File: config.mk
export PLATFORM = sky130hd
export DESIGN_NAME = rv32im_mem_arbiter
export DESIGN_NICKNAME = d
export VERILOG_FILES = /design/src/rtl/rv32im_mem_arbiter.sv
export SDC_FILE = /design/constraint.sdc
export NUM_CORES = 1
export LEC_CHECK = 0
export ABC_CLOCK_PERIOD_IN_PS = 1900
export CELL_PAD_IN_SITES_DETAIL_PLACEMENT = 1
export CELL_PAD_IN_SITES_GLOBAL_PLACEMENT = 2
export CORE_MARGIN = 2
export CORE_UTILIZATION = 24
export DETAILED_ROUTE_END_ITERATION = 8
export GPL_TIMING_DRIVEN = 0
export PLACE_DENSITY_LB_ADDON = 0.25
export SYNTH_ARGS = -nofsm -noshare
export SYNTH_HDL_FRONTEND = slang
export SYNTH_SLANG_ARGS = --single-unit
File: constraint.sdc
create_clock -name clk -period 1.9 [get_ports clk]
set_input_delay 0.38 -clock clk [delete_from_list [all_inputs] [get_ports clk]]
set_output_delay 0.38 -clock clk [all_outputs]
set_load 0.01 [all_outputs]
File: src/rtl/rv32im_mem_arbiter.sv
// rv32im_mem_arbiter: shares one memory port between instruction fetch and data
// accesses, one transaction outstanding, data-first priority with fetch anti-starvation.
module rv32im_mem_arbiter #(
   parameter int STARVE_LIMIT = 4,
   parameter int TIMEOUT = 255
) (
   input  logic        clk,
   input  logic        rst,
   input  logic        i_req_valid,
   input  logic [31:0] i_req_addr,
   output logic        i_req_ready,
   output logic        i_resp_valid,
   output logic [31:0] i_resp_data,
   input  logic        d_req_valid,
   input  logic [31:0] d_req_addr,
   input  logic [31:0] d_req_wdata,
   input  logic [3:0]  d_req_wstrb,
   output logic        d_req_ready,
   output logic        d_resp_valid,
   output logic [31:0] d_resp_data,
   output logic        m_req_valid,
   output logic [31:0] m_req_addr,
   output logic [31:0] m_req_wdata,
   output logic [3:0]  m_req_wstrb,
   input  logic        m_req_ready,
   input  logic        m_resp_valid,
   input  logic [31:0] m_resp_data,
   output logic        err_timeout
);
   localparam int SW = $clog2(STARVE_LIMIT + 1);
   localparam int TW = $clog2(TIMEOUT + 1);
   typedef enum logic [1:0] {IDLE, REQ, RESP} state_t;
   state_t state, state_nx;
   logic [SW-1:0] starve_cnt;
   logic [TW-1:0] tcnt;
   logic owner_i, i_pulse, d_pulse, err_pulse;
   logic [31:0] lat_addr, lat_wdata, i_data, d_data;
   logic [3:0] lat_wstrb;
   logic idle, fetch_wins, accept, done, expire;
   always_comb begin
      idle = state == IDLE && !rst;
      fetch_wins = i_req_valid && (!d_req_valid || starve_cnt == SW'(STARVE_LIMIT));
      i_req_ready = idle && fetch_wins;
      d_req_ready = idle && d_req_valid && !fetch_wins;
      accept = i_req_ready || d_req_ready;
      done = state == RESP && m_resp_valid;
      // tcnt lags the accept by one cycle and the pulse is registered, so fire two early
      expire = state != IDLE && tcnt == TW'(TIMEOUT - 2) && !done;
      state_nx = state;
      if (state == IDLE && accept) state_nx = REQ;
      if (state == REQ && m_req_ready) state_nx = RESP;
      if (done || expire) state_nx = IDLE;
   end
   always_ff @(posedge clk) begin
      if (rst) begin
         state <= IDLE;
         starve_cnt <= '0;
         tcnt <= '0;
         owner_i <= 1'b0;
         lat_addr <= '0;
         lat_wdata <= '0;
         lat_wstrb <= '0;
         i_data <= '0;
         d_data <= '0;
         i_pulse <= 1'b0;
         d_pulse <= 1'b0;
         err_pulse <= 1'b0;
      end else begin
         state <= state_nx;
         tcnt <= accept ? '0 : state != IDLE ? tcnt + 1'b1 : tcnt;
         if (accept) begin
            owner_i <= i_req_ready;
            lat_addr <= i_req_ready ? i_req_addr : d_req_addr;
            lat_wdata <= i_req_ready ? '0 : d_req_wdata;
            lat_wstrb <= i_req_ready ? '0 : d_req_wstrb;
            starve_cnt <= i_req_ready ? '0 :
               (i_req_valid && starve_cnt != SW'(STARVE_LIMIT)) ? starve_cnt + 1'b1 : starve_cnt;
         end
         i_pulse <= (done || expire) && owner_i;
         d_pulse <= (done || expire) && !owner_i;
         err_pulse <= expire;
         if ((done || expire) && owner_i) i_data <= done ? m_resp_data : '0;
         if ((done || expire) && !owner_i) d_data <= done ? m_resp_data : '0;
      end
   end
   // outputs forced low combinationally while rst is high
   assign m_req_valid = !rst && state == REQ;
   assign m_req_addr = rst ? '0 : lat_addr;
   assign m_req_wdata = rst ? '0 : lat_wdata;
   assign m_req_wstrb = rst ? '0 : lat_wstrb;
   assign i_resp_valid = !rst && i_pulse;
   assign d_resp_valid = !rst && d_pulse;
   assign i_resp_data = rst ? '0 : i_data;
   assign d_resp_data = rst ? '0 : d_data;
   assign err_timeout = !rst && err_pulse;
endmodule

==> flow_summary_export.csv <==
group,metric,value,unit
timing,setup_ws,-54.4,ps
timing,slew_violations,0,
synthesis,syn-num-nets,1063,
timing,worstMarginPinSlew,575,ps
hold_path,worstHoldPathCells,2,
final_layout,multiInputGateArea,4220,sq um
clock_tree,cts_buffers,17,
final_layout,seqCellArea,2990,sq um
critical_path,cp_cell_sequence,"buf_6, nor4b_4, buf_6, and2_4, buf_6",
power_and_ir_drop,cellPowerDensity,720,nW/um^2
critical_path,start_kind,"register",
critical_path,crit_path_end_kind,"output port",
critical_path,cpLargestDelayFamily,"simple AND/OR/NAND/NOR gates",
synthesis,synth_area,7310,sq um
timing,finalSetupTns,-230,ps
timing,whs,449,ps
run,cap_violations,0,
outcome,outcome,"finished, violations left",
critical_path,slowest_delay,340,ps
final_layout,syn2layout_area_growth,58.6,%
hold_path,min_from,"lat_wdata[5]$_SDFFE_PP0P_",
global_route,track_usage,18.4,%
detailed_routing,drtAntennaViolNets,0,
global_route,met3_usage,3.58,%
placement,gp_congestion,0.749,
timing,min_period,1950,ps
clock_tree,postCtsHoldBufs,0,
timing,finalSetupViolations,10,
final_layout,drive_above_1_share,15.9,%
floorplan,die_w,179,microns
global_route,top_usage_layer,"met2",
critical_path,cp_slowest_cell,"nor4b_4",
power_and_ir_drop,ir_drop,0.633,mV
clock_tree,clockBufferDepth,2,
clock_tree,cts.sinks,149,
clock_tree,root_buffer,"clkbuf_16",
synthesis,async_reset_ff_share,0,%
critical_path,cpMostUsedCell,"buf_6",
critical_path,crit_fanout,5,
synthesis,yosysMostFrequentCell,"nand2_1",
timing,hold_violations,0,
power_and_ir_drop,p_seq_share,39.4,%
synthesis,synth_flop_cell,"dfxtp_1",
global_route,overflow,0,
power_and_ir_drop,clkPwrFrac,44.2,%
timing,rsz0062_at_grt,"yes",
synthesis,synth_enable_flop_cells,0,
synthesis,postSynthCellCount,921,
clock_tree,cts_tree,"built",
detailed_routing,drc_errors,0,
critical_path,path_class,"reg -> out",
critical_path,r2r_cells,6,
floorplan,num_rows,63,
synthesis,post-synth-top-area-fraction,40.8,%
timing,min_period_over_period,103,%
critical_path,worst_ep_required_time,1520,ps
power_and_ir_drop,swShare,26.1,%
floorplan,dieArea,31900,sq um
detailed_routing,vias_per_cell,4.77,
synthesis,yosys-top-cells-area,"dfxtp_1 41%, nand2_1 12%, nor2b_1 12%",
critical_path,r2r_end,"d_data[30]$_SDFFE_PP0P_",
timing,fin_skew,12.2,ps
hold_path,min_path_type,"reg -> reg",
synthesis,synth.yosys.seq_area_share,40.8,%
final_layout,layout.nets,1365,
hold_path,hold_end,"lat_wdata[5]$_SDFFE_PP0P_",
final_layout,stdcell_count,1626,
critical_path,crit_arrival,1570,ps
global_route,antenna_found_initial,1,
synthesis,synth_top_area_cell,"dfxtp_1",
synthesis,synth.avg_cell_area,7.94,sq um
synthesis,synthDistinctLibCells,48,
floorplan,dieHeight,179,microns
synthesis,ys_top_cells_by_count,"235 x nand2_1, 149 x dfxtp_1, 135 x nor2b_1",
detailed_routing,vias,7763,
detailed_routing,drt_iter0_markers,262,
timing,maxSlewHeadroom,61.6,%
power_and_ir_drop,power.total,8.35,mW
detailed_routing,wire_per_inst,18.2,microns
final_layout,nFillCells,3526,
critical_path,rrSetupSlack,90,ps
placement,portBuffers,274,
power_and_ir_drop,p_sw,2.18,mW
detailed_routing,routed_wirelength,29500,microns
critical_path,r2r-start,"state[0]$_SDFFE_PP0P_",
floorplan,ioPinCount,276,
final_layout,final_core_utilization,38.9,%
power_and_ir_drop,p_leak,4.82,nW
outcome,violations,"negative setup slack",
timing,timing.fmax,512,MHz
synthesis,synth_seq_cells,149,
placement,hpwl,21500,microns
global_route,grt_pass1_vias,7780,
global_route,grt_pass1_wl,45500,microns
clock_tree,insertion_delay,430,ps
global_route,met1_usage,24.9,%
synthesis,ys_warn_count,0,
placement,dp.cells,1585,
floorplan,initial_core_util,24.5,%
power_and_ir_drop,p_int,6.18,mW
clock_tree,htreeDepth,4,
global_route,met2_usage,29.2,%
detailed_routing,drtPass1Iterations,4,
critical_path,crit_buf_inv,3,
floorplan,core-area,29800,sq um
power_and_ir_drop,combPwrFrac,16.4,%
clock_tree,path_clk_slew,60,ps
global_route,grt_max_degree,17,
==> metrics by stage <==
stage | setup WS [ps] | cell area (sq um)
detailed placement | -1130 | 10500
finish | -54.4 | 11600
global route | -109 | 11600
global placement | -1070 | 10500
floorplan | 118 | 7310
CTS | -184 | 11500
==> worst max path at each step <==
stage | slack [ps] | start | endpoint | cells past startpoint
global placement | -1070 | d_req_valid | d_req_ready | 5
CTS | -180 | rst | m_req_addr[29] | 5
detailed placement | -1130 | d_req_valid | d_req_ready | 5
global route | -110 | state[0]$_SDFFE_PP0P_ | d_req_ready | 5
floorplan | 120 | rst | m_req_wdata[10] | 5
finish | -50 | state[0]$_SDFFE_PP0P_ | d_req_ready | 5
==> metal layers <==
metal | routed length (microns) | vias to the layer above | part of all wire, %
li1 | - | 3829 | -
met1 | 13800 | 3705 | 47
met2 | 13600 | 203 | 46
met3 | 1570 | 26 | 5.3
met4 | 520 | 0 | 1.8
met5 | 0 | - | 0
==> kinds of logic after synthesis <==
group                      after synthesis  share of synthesized area [%]
and+or+nand+nor                        409                           27.0
buffers and inverters                  100                           5.82
DFF                                    149                           40.8
xor gates and xnor gates                 4                          0.479
AOI/OAI and AO/OA                      255                           25.2
adders and majority gates                4                          0.684
==> worst register-to-register path, delay by kind of cell (launching register included) <==
family                 cells  cell delay [ps]
buffers and inverters      3              760
and+or+nand+nor            2              480
DFF                        1              320
AOI/OAI and AO/OA          1              180
==> flip-flops by register name, indices dropped and copies added, names as in the netlist, 2 cells and up <==
signal	cells
d_data	32
i_data	32
lat_addr	32
lat_wdata	32
tcnt	8
lat_wstrb	4
starve_cnt	3
state	2
==> power groups by stage <==
| stage | combinational [mW] | sequential [mW] | clock (mW) |
|---|---|---|---|
| floorplan | 0.628 | 3.35 | 0 |
| global placement | 1.31 | 3.36 | 0 |
| detailed placement | 1.32 | 3.36 | 0 |
| CTS | 1.36 | 3.29 | 3.80 |
| global route | 1.49 | 3.31 | 3.94 |
| finish | 1.37 | 3.29 | 3.69 |
==> cell usage in the layout (no fill, tap or decap), drive strengths merged, types with 31 or more instances in the layout <==
cell type,synthesis,layout
a21oi,45,45
a22o,31,31
nand2,235,235
dfxtp,149,149
clkdlybuf4s50,0,146
a32oi,32,32
buf,35,50
o211ai,97,97
clkbuf,58,82
nor2b,135,135
o22ai,31,31
dlygate4sd2,0,94
==> area by class of cell <==
class | instances | share of cell area [%]
tap | 390 | 4.21
buffer | 92 | 4.75
inverter | 7 | 0.227
timing repair buffer | 284 | 23.2
multi-input combinational | 672 | 36.4
sequential | 149 | 25.8
clock buffer | 20 | 3.94
antenna | 1 | 0.0216
clock inverter | 11 | 1.51
==> repair_timing <==
item | CTS | global route
setup buffers | 3 | 6
hold endpoints to repair | 0 | 0
setup endpoints to repair | 208 | 95
gates resized for setup | 274 | 72
pin swaps | 3 | 5
gates cloned | 0 | 1
Power figures use the tool's default switching activity.
==> RTL change: new RTL, same settings <==
Put a register stage on the output `err_timeout`, without a reset. The value now appears one clock later. The other outputs are not delayed to match.
--- a/src/rtl/rv32im_mem_arbiter.sv
+++ b/src/rtl/rv32im_mem_arbiter.sv
@@ -92,6 +92,8 @@
    assign d_resp_valid = !rst && d_pulse;
    assign i_resp_data = rst ? '0 : i_data;
    assign d_resp_data = rst ? '0 : d_data;
-   assign err_timeout = !rst && err_pulse;
+   always_ff @(posedge clk) begin
+      err_timeout <= !rst && err_pulse;
+   end
 endmodule
 
Function: no difference found for any inputs over 4 cycles, from zero or initial values and one cycle with rst high; that may be too few to reach the edited logic, so the function may still have changed.
==> RTL change against the unedited design <==
The flow still finishes with violations (setup timing). Wire length decreased by 1.4%. Area after synthesis increased by 0.27%. Critical endpoint unchanged. Hold slack improved by 0.0017 ns. Core utilization down 0.55 points. Sequential cell count rose by 1. Largest power group unchanged. Non-clock buffer count is 1 higher. Cell area rose by 0.42%. Setup slack improved by 0.051 ns. Total power fell by 2.7%. Critical path type unchanged.
==> RTL change: results (changes against the unedited design) <==
\begin{tabular}{lr}
\hline
Metric & Value \\
\hline
\multicolumn{2}{l}{\textbf{Timing}} \\
\quad Remaining max-slew budget at the tightest pin & 60.0\% (was 61.6\%) \\
\quad Setup violations, final & 1 (was 10) \\
\quad Setup Total Neg Slack & -0.00325 ns (was -0.230 ns) \\
\quad Worst Setup Slack, final & -0.00325 ns (was -0.0544 ns) \\
\multicolumn{2}{l}{\textbf{Place}} \\
\quad DPL Wire Length & 21300 um (was 21500 um) \\
\quad Global placer's final weighted congestion & 0.745 (was 0.749) \\
\quad Placed Instance Area & 0.0106 mm\^{}2 (was 0.0105 mm\^{}2) \\
\multicolumn{2}{l}{\textbf{Clock network}} \\
\quad Number of setup buffers added after CTS & 5 (was 3) \\
\multicolumn{2}{l}{\textbf{Cells and area}} \\
\quad Ratio of cells with drive above 1 in the final layout & 16.1\% (was 15.9\%) \\
\quad Final \#Nets & 1367 (was 1365) \\
\quad Cell Count, Final, Fillers Out & 1635 (was 1626) \\
\multicolumn{2}{l}{\textbf{Power}} \\
\quad Leakage dissipation & 0.00528 uW (was 0.00482 uW) \\
\quad P\_int & 5790 uW (was 6180 uW) \\
\multicolumn{2}{l}{\textbf{Global route}} \\
\quad Met1 Use GR & 24.8\% (was 24.9\%) \\
\quad GRT Overall Usage & 18.2\% (was 18.4\%) \\
\quad Global routing usage on met2 & 29.8\% (was 29.2\%) \\
\quad Grt met3 use & 3.31\% (was 3.58\%) \\
\multicolumn{2}{l}{\textbf{Drt}} \\
\quad Iteration-0 DRC count of the detailed router & 263 (was 262) \\
\quad Detail Route met2 WL & 13500 um (was 13600 um) \\
\quad Wl on met1 & 14000 um (was 13800 um) \\
\multicolumn{2}{l}{\textbf{Synth}} \\
\quad Syn nets & 1064 (was 1063) \\
\quad Post-Synthesis Cells & 922 (was 921) \\
\quad Most numerous cell types in the synthesized netlist & 235 x nand2\_1, 150 x dfxtp\_1, 135 x nor2b\_1, 97 x o211ai\_1, 58 x clkbuf\_1 (was 235 x nand2\_1, 149 x dfxtp\_1, 135 x nor2b\_1, 97 x o211ai\_1, 58 x clkbuf\_1) \\
\quad Post-Synth XOR/XNOR Area & 0.478\% (was 0.479\%) \\
\quad Synth top area cells & dfxtp\_1 41\%, nand2\_1 12\%, nor2b\_1 12\%, o211ai\_1 9.9\%, a32oi\_1 3.8\% (was dfxtp\_1 41\%, nand2\_1 12\%, nor2b\_1 12\%, o211ai\_1 10\%, a32oi\_1 3.8\%) \\
\multicolumn{2}{l}{\textbf{Critical path}} \\
\quad CP Max Fanout & 9 (was 5) \\
\quad Endpoint arrival time on the critical path & 1.52 ns (was 1.57 ns) \\
\quad Slowest stage cell on the critical path & dfxtp\_1 (was nor4b\_4) \\
\multicolumn{2}{l}{\textbf{Outcome}} \\
\quad Outcome & complete, but fails checks (unchanged) \\
\quad Violated checks & setup timing (unchanged) \\
\hline
\end{tabular}
==> RTL change: changes by cell type after synthesis <==
cell     unedited run  this run
dfxtp_1           149       150
==> RTL change: worst paths after layout <==
| path | slack [ns] | startpoint | depth (start not counted) | endpoint |
|---|---|---|---|---|
| max | -0.003 | state[0]$_SDFFE_PP0P_ | 5 | d_req_ready |
| min | 0.45 | lat_wdata[29]$_SDFFE_PP0P_ | 2 | lat_wdata[29]$_SDFFE_PP0P_ |
| max reg2reg | 0.12 | starve_cnt[0]$_SDFFE_PP0P_ | 7 | lat_addr[13]$_SDFFE_PP0P_ |
| min reg2reg | 0.45 | lat_wdata[29]$_SDFFE_PP0P_ | 2 | lat_wdata[29]$_SDFFE_PP0P_ |
==> RTL change: area by class of cell <==
cell class	count	area [um^2]
antenna	1	2.50
buffer	92	527
clock buffer	17	425
clock inverter	15	154
fill	3588	18700
inverter	7	26.3
multi-input combinational	672	4210
sequential	150	3010
tap	396	495
timing repair buffer	285	2800
